--- src/rtl/ifetch_unit_if.sv ---
// Fetch-to-decode handshake bundle for ifetch_unit.
// master: fetch stage (drives the buffer head), slave: decode stage.
interface ifetch_unit_if #(
  parameter int unsigned XLEN = 32
);
  logic            out_valid;
  logic            out_ready;
  logic [31:0]     out_instr;
  logic [XLEN-1:0] out_pc;
  logic [XLEN-1:0] out_pc_plus4;
  logic            out_misalign;

  modport master (
    output out_valid, out_instr, out_pc, out_pc_plus4, out_misalign,
    input  out_ready
  );

  modport slave (
    input  out_valid, out_instr, out_pc, out_pc_plus4, out_misalign,
    output out_ready
  );
endinterface

--- src/rtl/ifetch_unit.sv ---
// RV32I instruction fetch stage: owns the PC, reads the combinational
// instruction ROM and queues {pc, instr, misalign} in an in-order buffer
// toward decode. Execute-stage redirects flush the buffer and reload the PC.
// Optional feature macro: IFETCH_MISALIGN_TRAP_EN -- a misaligned redirect
// target produces one faulting NOP entry and halts fetch until the next
// aligned redirect; without it, redirect targets are forced to word alignment.
module ifetch_unit #(
  parameter int unsigned     XLEN     = 32,
  parameter logic [XLEN-1:0] RESET_PC = '0,
  parameter int unsigned     DEPTH    = 2
) (
  input  logic            clk,
  input  logic            rst_n,
  output logic [XLEN-1:0] imem_addr,
  input  logic [31:0]     imem_rdata,
  input  logic            redirect_valid,
  input  logic [XLEN-1:0] redirect_pc,
  ifetch_unit_if.master   dec
);

  localparam int unsigned PW  = (DEPTH > 1) ? $clog2(DEPTH) : 1;
  localparam int unsigned CW  = $clog2(DEPTH + 1);
  localparam logic [31:0] NOP = 32'h0000_0013;

  logic [XLEN-1:0] pc_q, pc_d;
  logic [PW-1:0]   rd_q, rd_d, wr_q, wr_d;
  logic [CW-1:0]   cnt_q, cnt_d;
  logic [XLEN-1:0] pc_mem_q  [DEPTH];
  logic [31:0]     ins_mem_q [DEPTH];

  logic            head_valid;
  logic            pop;
  logic            push;
  logic [31:0]     wr_instr;

`ifdef IFETCH_MISALIGN_TRAP_EN
  logic            halted_q, halted_d;
  logic            fault_q, fault_d;
  logic            mis_mem_q [DEPTH];
  logic            wr_mis;
`endif

  // Head handshake, push decision and next-state for pc/pointers/count
  always_comb begin
    head_valid = (cnt_q != '0) && !redirect_valid;
    pop        = head_valid && dec.out_ready;
    push       = 1'b0;
    wr_instr   = imem_rdata;
    pc_d       = pc_q;
    rd_d       = rd_q;
    wr_d       = wr_q;
    cnt_d      = cnt_q;
`ifdef IFETCH_MISALIGN_TRAP_EN
    halted_d   = halted_q;
    fault_d    = fault_q;
    wr_mis     = 1'b0;
`endif
    if (redirect_valid) begin
      cnt_d = '0;
      rd_d  = '0;
      wr_d  = '0;
`ifdef IFETCH_MISALIGN_TRAP_EN
      pc_d     = redirect_pc;
      halted_d = (redirect_pc[1:0] != 2'b00);
      fault_d  = (redirect_pc[1:0] != 2'b00);
`else
      pc_d = redirect_pc & ~XLEN'(3);
`endif
    end else begin
`ifdef IFETCH_MISALIGN_TRAP_EN
      // The fault entry lands right after the flushing redirect, so the
      // buffer is empty and always has room; pc stays at the faulting address.
      if (fault_q) begin
        push     = 1'b1;
        wr_instr = NOP;
        wr_mis   = 1'b1;
        fault_d  = 1'b0;
      end else if (!halted_q && ((cnt_q < CW'(DEPTH)) || pop)) begin
        push = 1'b1;
        pc_d = pc_q + XLEN'(4);
      end
`else
      if ((cnt_q < CW'(DEPTH)) || pop) begin
        push = 1'b1;
        pc_d = pc_q + XLEN'(4);
      end
`endif
      if (push) wr_d = wr_q + PW'(1);
      if (pop)  rd_d = rd_q + PW'(1);
      case ({push, pop})
        2'b10:   cnt_d = cnt_q + CW'(1);
        2'b01:   cnt_d = cnt_q - CW'(1);
        default: cnt_d = cnt_q;
      endcase
    end
  end

  // Control state: pc, pointers, occupancy, halt/fault flags
  always_ff @(posedge clk or negedge rst_n) begin
    if (!rst_n) begin
      pc_q     <= RESET_PC;
      rd_q     <= '0;
      wr_q     <= '0;
      cnt_q    <= '0;
`ifdef IFETCH_MISALIGN_TRAP_EN
      halted_q <= 1'b0;
      fault_q  <= 1'b0;
`endif
    end else begin
      pc_q     <= pc_d;
      rd_q     <= rd_d;
      wr_q     <= wr_d;
      cnt_q    <= cnt_d;
`ifdef IFETCH_MISALIGN_TRAP_EN
      halted_q <= halted_d;
      fault_q  <= fault_d;
`endif
    end
  end

  // Buffer storage: every entry reset to a NOP at PC 0
  always_ff @(posedge clk or negedge rst_n) begin
    if (!rst_n) begin
      for (int unsigned i = 0; i < DEPTH; i++) begin
        pc_mem_q[i]  <= '0;
        ins_mem_q[i] <= NOP;
`ifdef IFETCH_MISALIGN_TRAP_EN
        mis_mem_q[i] <= 1'b0;
`endif
      end
    end else if (push) begin
      pc_mem_q[wr_q]  <= pc_q;
      ins_mem_q[wr_q] <= wr_instr;
`ifdef IFETCH_MISALIGN_TRAP_EN
      mis_mem_q[wr_q] <= wr_mis;
`endif
    end
  end

  assign imem_addr        = pc_q;
  assign dec.out_valid    = head_valid;
  assign dec.out_instr    = ins_mem_q[rd_q];
  assign dec.out_pc       = pc_mem_q[rd_q];
  assign dec.out_pc_plus4 = pc_mem_q[rd_q] + XLEN'(4);
`ifdef IFETCH_MISALIGN_TRAP_EN
  assign dec.out_misalign = mis_mem_q[rd_q];
`else
  assign dec.out_misalign = 1'b0;
`endif

endmodule

--- src/flat_wrapper.sv ---
// flat-port wrapper written by rule: the top's interface ports become plain ports
module ifetch_unit_flat 
#(
  parameter int unsigned     XLEN     = 32,
  parameter logic [XLEN-1:0] RESET_PC = '0,
  parameter int unsigned     DEPTH    = 2
)
  (clk, rst_n, imem_addr, imem_rdata, redirect_valid, redirect_pc, dec_out_valid, dec_out_instr, dec_out_pc, dec_out_pc_plus4, dec_out_misalign, dec_out_ready);
  ifetch_unit_if #(.XLEN(XLEN)) dec_i ();
  input  logic clk;
  input  logic rst_n;
  output logic [XLEN-1:0] imem_addr;
  input  logic [31:0] imem_rdata;
  input  logic redirect_valid;
  input  logic [XLEN-1:0] redirect_pc;
  output wire logic [$bits(dec_i.out_valid)-1:0] dec_out_valid;
  output wire logic [$bits(dec_i.out_instr)-1:0] dec_out_instr;
  output wire logic [$bits(dec_i.out_pc)-1:0] dec_out_pc;
  output wire logic [$bits(dec_i.out_pc_plus4)-1:0] dec_out_pc_plus4;
  output wire logic [$bits(dec_i.out_misalign)-1:0] dec_out_misalign;
  input wire logic [$bits(dec_i.out_ready)-1:0] dec_out_ready;
  assign dec_out_valid = dec_i.out_valid;
  assign dec_out_instr = dec_i.out_instr;
  assign dec_out_pc = dec_i.out_pc;
  assign dec_out_pc_plus4 = dec_i.out_pc_plus4;
  assign dec_out_misalign = dec_i.out_misalign;
  assign dec_i.out_ready = dec_out_ready;
  ifetch_unit #(.XLEN(XLEN), .RESET_PC(RESET_PC), .DEPTH(DEPTH)) u_core (.clk(clk), .rst_n(rst_n), .imem_addr(imem_addr), .imem_rdata(imem_rdata), .redirect_valid(redirect_valid), .redirect_pc(redirect_pc), .dec(dec_i));
endmodule
--- config.mk ---
export PLATFORM = sky130hd
export DESIGN_NAME = ifetch_unit_flat
export DESIGN_NICKNAME = d
export VERILOG_FILES = /design/src/rtl/ifetch_unit_if.sv /design/src/rtl/ifetch_unit.sv /design/src/flat_wrapper.sv
export SDC_FILE = /design/constraint.sdc
export NUM_CORES = 1
export LEC_CHECK = 0
export CAP_MARGIN = 20
export CORE_MARGIN = 1
export CORE_UTILIZATION = 30
export CTS_CLUSTER_SIZE = 14
export DETAILED_ROUTE_END_ITERATION = 7
export PLACE_DENSITY = 0.52
export SYNTH_ARGS = -nofsm -noshare
export SYNTH_HDL_FRONTEND = slang
export SYNTH_SLANG_ARGS = --single-unit
--- constraint.sdc ---
create_clock -name clk -period 6.7 [get_ports clk]
set_input_delay 1.675 -clock clk [delete_from_list [all_inputs] [get_ports clk]]
set_output_delay 1.675 -clock clk [all_outputs]
set_load 0.02 [all_outputs]
Yosys cells after proc, flatten, opt, wreduce, memory -nomap -nowiden

Index checks and enable logic that the tools add are counted.
W data, S select, Z words.

Register bits after elaboration: 164
Input port bits: 68
Output and inout port bits: 130

Add/sub/neg operators: 6
$lt $le $gt $ge: 4
Equal/unequal tests: 2
Multiplexer cells: 21
Bitwise operators: 2
Reduce and logical (&&, ||, !) cells: 10

Operators with widths:

| operator                | number |
|---|---|
| $mux W32                | 9 |
| $bwmux W64              | 2 |
| $add A32 B3 Y32 const B | 2 |
| $demux W32 S1           | 1 |
| $reduce_bool A2 Y1      | 4 |
| $mux W1                 | 7 |
| $ge A2 B2 Y1 const B    | 2 |
| $not A1 Y2              | 2 |
| $pmux W2 S2             | 1 |
| $logic_and A1 B1 Y1     | 3 |
| $reduce_bool A3 Y1      | 1 |
| $add A1 B1 Y1 const B   | 2 |
| $add A2 B1 Y2 const B   | 1 |
| $eq A2 B1 Y1 const B    | 1 |
| $eq A2 B2 Y1 const B    | 1 |
| $lt A2 B1 Y1 const B    | 1 |
| $lt A2 B2 Y1 const B    | 1 |
| $mux W2                 | 1 |
| $sub A2 B1 Y2 const B   | 1 |
| $logic_not A1 Y1        | 1 |
| $logic_or A1 B1 Y1      | 1 |

Depth between registers and ports, before layout

Depth in word-level cells: 9
Mapped depth: 13

Worst setup path before layout

OpenSTA, ideal clock, no wires.

Path kind: reg-to-output
Start: reg u_core.rd_q
End: out dec_out_pc_plus4[26]
Data arrival time: 3.229 ns
Slack: 1.796 ns
Stages on the path, launching flop included: 14
Buffers on the path: 5
Cells stage by stage: dfrtp_1 > buf_6 > buf_6 > buf_6 > clkbuf_1 > buf_2 > mux2i_1 > inv_1 > ha_1 > nand4b_1 > a221oi_4 > nand4_1 > nor3_2 > xor2_1

Word-level cells in the longest chain between the ends: 5

Ends and longest elaborated chain:

| item                   | RTL line           | source |
|---|---|---|
| start, declared        | ifetch_unit.sv:26  | `logic [PW-1:0] rd_q, rd_d, wr_q, wr_d;` |
| start signal, assigned | ifetch_unit.sv:111 | `rd_q <= rd_d;` |
| $not A1 Y2             | --                 |  |
| $mux W32 (3 in series) | --                 |  |
| net dec_out_pc[2]      | flat_wrapper.sv:18 | `output wire logic [$bits(dec_i.out_pc)-1:0] dec_out_pc;` |
| $add A32 B3 Y32        | ifetch_unit.sv:144 | `assign dec.out_pc_plus4 = pc_mem_q[rd_q] + XLEN'(4);` |
| end, declared          | flat_wrapper.sv:19 | `output wire logic [$bits(dec_i.out_pc_plus4)-1:0] dec_out_pc_plus4;` |

The timed path passes the listed nets, and every way through them passes these cells. The select of a mux whose other input is x is not followed.

Worst setup path in the final report

Start: reg u_core.rd_q
End: out dec_out_pc_plus4[26]

Word-level cells in the longest chain between the ends: 5

Ends and longest elaborated chain:

| item                                         | RTL line |
|---|---|
| $not A1 Y2 (implied by the code)             | ifetch_unit.sv:144 |
| $mux W32 (implied by the code) (3 in series) | ifetch_unit.sv:144 |
| $add A32 B3 Y32                              | ifetch_unit.sv:144 |

No other way between the ends. The select of a mux whose other input is x is not followed.

==> flow_metrics.tcl <==
set metrics [dict create \
    run_status "complete, no violations" \
    antenna_found_initial 0 \
    post_synth.cell_area_avg_sq_um 12.2 \
    gp_routability_congestion 0.736 \
    criticalPathCategory "register to primary output" \
    power_density_mw_per_mm2 499 \
    ff2ff_path_depth 7 \
    setup_total_negative_slack_ps 0 \
    fmaxAchievable_ghz 0.173 \
    via_count_of_the_first_global_routing_pass 6037 \
    synth-warning-count 0 \
    route.final.wire_length_mm 20.9 \
    synthDominantCellAreaShare 0.467 \
    post_cts_hold_buffers 0 \
    timing.final.crit_period_ps 5790 \
    cts.sink_count 158 \
    hold_path_startpoint "u_core.ins_mem_q[37]" \
    setup_repair_after_global_routing_missed_its_margin "no" \
    dieArea_sq_mm 0.0278 \
    timing_hold_violations_final 0 \
    netlist-cell-type-count 54 \
    top_cells_by_instance_count_after_synthesis "mux2_2 (170), dfrtp_1 (152), nand2_1 (55), xnor2_1 (34), o21ai_0 (27)" \
    timing.slew.headroom 0.354 \
    grt.overflow.total 0 \
    placed_cells_incl_taps 1165 \
    globalRouteMet3Util 0.0392 \
    period_share 0.864 \
    port_buffers 188 \
    synth_instances 667 \
    holdPathEnd "u_core.ins_mem_q[37]" \
    setup_slack_ps 912 \
    dp_slack_ps 1250 \
    cts_setup_buffers 0 \
    clock-root-buffer "clkbuf_16" \
    synth-async-reset-ratio 1.00 \
    clock_tree.htree_level_count 4 \
    drv_cap 0 \
    yosysMostFrequentCell "mux2_2" \
    first_pass_grt_wire_length_mm 34.2 \
    pin_count 198 \
    post_drt_via_cell_ratio 4.76 \
    critical_path.reg2reg.endpoint "u_core.ins_mem_q[50]" \
    synthDominantAreaCellType "dfrtp_1" \
    wire_per_inst_um 17.5 \
    cp-start-kind "register" \
    numCtsBuffers 17 \
    hold_depth 1 \
    setup_violations 0 \
    global_route.usage.met2 0.248 \
    insertedDiodeCount 0 \
    ys_top_cells_by_area "dfrtp_1 (47%), mux2_2 (24%), xnor2_1 (3.7%)" \
    cp-end-kind "primary output" \
    tightest_slew_ps 966 \
    flow.area_growth_from_synthesis_pct 33.4 \
    ys.flop_type "dfrtp_1" \
    core_box_area_sq_mm 0.0264 \
    clk_pin_slew_worst_paths_ps 60 \
    ctsLongestPathBuffers 2 \
    fillers 2557 \
    detailedRoute.firstPassIterationCount 4 \
    final_cell_count_no_fill 1197 \
    hold_path.class "register to register" \
    grt_max_degree 81 \
    post_route_cells_drive_above_1_share 0.280 \
    route.detailed.drc 0 \
    vias 5693 \
    fin_nets 920 \
    post_cts_resized 0 \
    leakage_nw 4.34 \
    worstPathRequired_ps 5030 \
    drt_iter0_markers 198 \
    path_max_fanout 55 \
    dieWidth_um 167 \
    final_antenna_net_count 0 \
    synth-seq-area-share 0.487 \
    cts_tree "yes" \
    netlist_area_sq_mm 0.00814 \
    regToRegSetupSlack_ps 3600 \
    track_usage 0.157 \
    peak_ir_drop_on_the_vdd_network_mv 0.378 \
    synth_enable_flop_cells 0 \
    worst_ep_arrival_time_ps 4110 \
    crit-reg2reg-launch "u_core.cnt_q[1]" \
    worstSkewPairLatency_ps 420 \
    place.detailed.hpwl_mm 14.3 \
    row_count 59 \
    die_outline_height_um 167 \
    yosys_register_bits 158 \
    top_usage_layer "met2" \
    starting_density 0.309 \
    maxSlewViolCount 0 \
    clock-skew-final_ps 9.97 \
    grt_util_met1 0.218 \
]
-- cell usage in the layout, fill, tap and decap left out, types with 7 or more instances in the layout --
cell             count
nor2_1              15
nand2_1             55
xnor2_1             34
nand3_1             22
dfrtp_1            151
buf_4               10
clkbuf_16           17
mux2i_1             11
clkdlybuf4s50_1    186
nand4_1             19
inv_1               14
o21ai_0             27
mux2_2             170
conb_1               7
and3_1               8
nor3_1               7
xor2_1              24
-- layer usage --
metal	share of wire	routed length (um)	up-vias
met1	0.48	10100	2831
met4	0.0077	162	0
met5	0	0	-
met3	0.046	965	12
met2	0.46	9680	138
li1	-	-	2712
-- registers in the layout, summed over array words and instances, names as in the netlist --
name	count
u_core.imem_addr	30
u_core.rd_q	1
u_core.cnt_q	2
u_core.pc_mem_q	60
u_core.wr_q	1
u_core.ins_mem_q	64
-- kinds of logic after synthesis --
| kind of cell | synth area share |
|---|---|
| AO/OA/AOI/OAI | 0.0469 |
| flip-flops | 0.487 |
| AND/OR/NAND/NOR | 0.106 |
| adder cells (fa/ha/maj) | 0.00461 |
| other | 0.000461 |
| multiplexers | 0.257 |
| buffers and inverters | 0.0358 |
| XOR/XNOR | 0.0624 |
-- report_power, final --
group          switching, mW  internal, mW
combinational           1.30          1.49
clock                  0.417         0.490
sequential             0.340          1.38
-- cell type report --
class / count / area [sq um] / area share
Clock buffer: 18 / 439 / 0.0404
Clock inverter: 14 / 108 / 0.00991
Inverter: 14 / 52.6 / 0.00484
Multi-Input combinational cell: 460 / 3920 / 0.361
Sequential cell: 158 / 3970 / 0.365
Tap cell: 335 / 419 / 0.0386
Timing Repair Buffer: 198 / 1950 / 0.180
-- through the flow --
step                utilization  hold WS (ps)  total power, mW  cell area (sq um)
global placement          0.391           463             4.54              10300
floorplan                     -           454             3.40               8160
global route              0.412           513             5.76              10900
finish                    0.412           487             5.41              10900
CTS                       0.412           491             5.50              10900
detailed placement        0.391           476             4.55              10300
-- how the worst max path moves through the flow --
stage	slack, ps	endpoint	from	cells past startpoint
2_1_floorplan	1800	dec_out_pc_plus4[26]	u_core.rd_q	13
3_3_place_gp	1340	dec_out_pc_plus4[26]	u_core.rd_q	9
3_5_place_dp	1250	dec_out_pc_plus4[26]	u_core.rd_q	9
4_1_cts	790	dec_out_pc_plus4[26]	u_core.rd_q	9
5_1_grt	540	dec_out_pc_plus4[26]	u_core.rd_q	9
6_report	910	dec_out_pc_plus4[26]	u_core.rd_q	9
-- critical path: stages, from the launching register on --
cell	delay, ps
dfrtp_4	940
mux2i_1	220
inv_1	140
ha_1	220
nand4_1	190
a221oi_4	590
nand4_1	370
nor3_2	210
xor2_1	180
clkdlybuf4s50_1	620
Note: power is estimated with default switching activity, not from simulation.
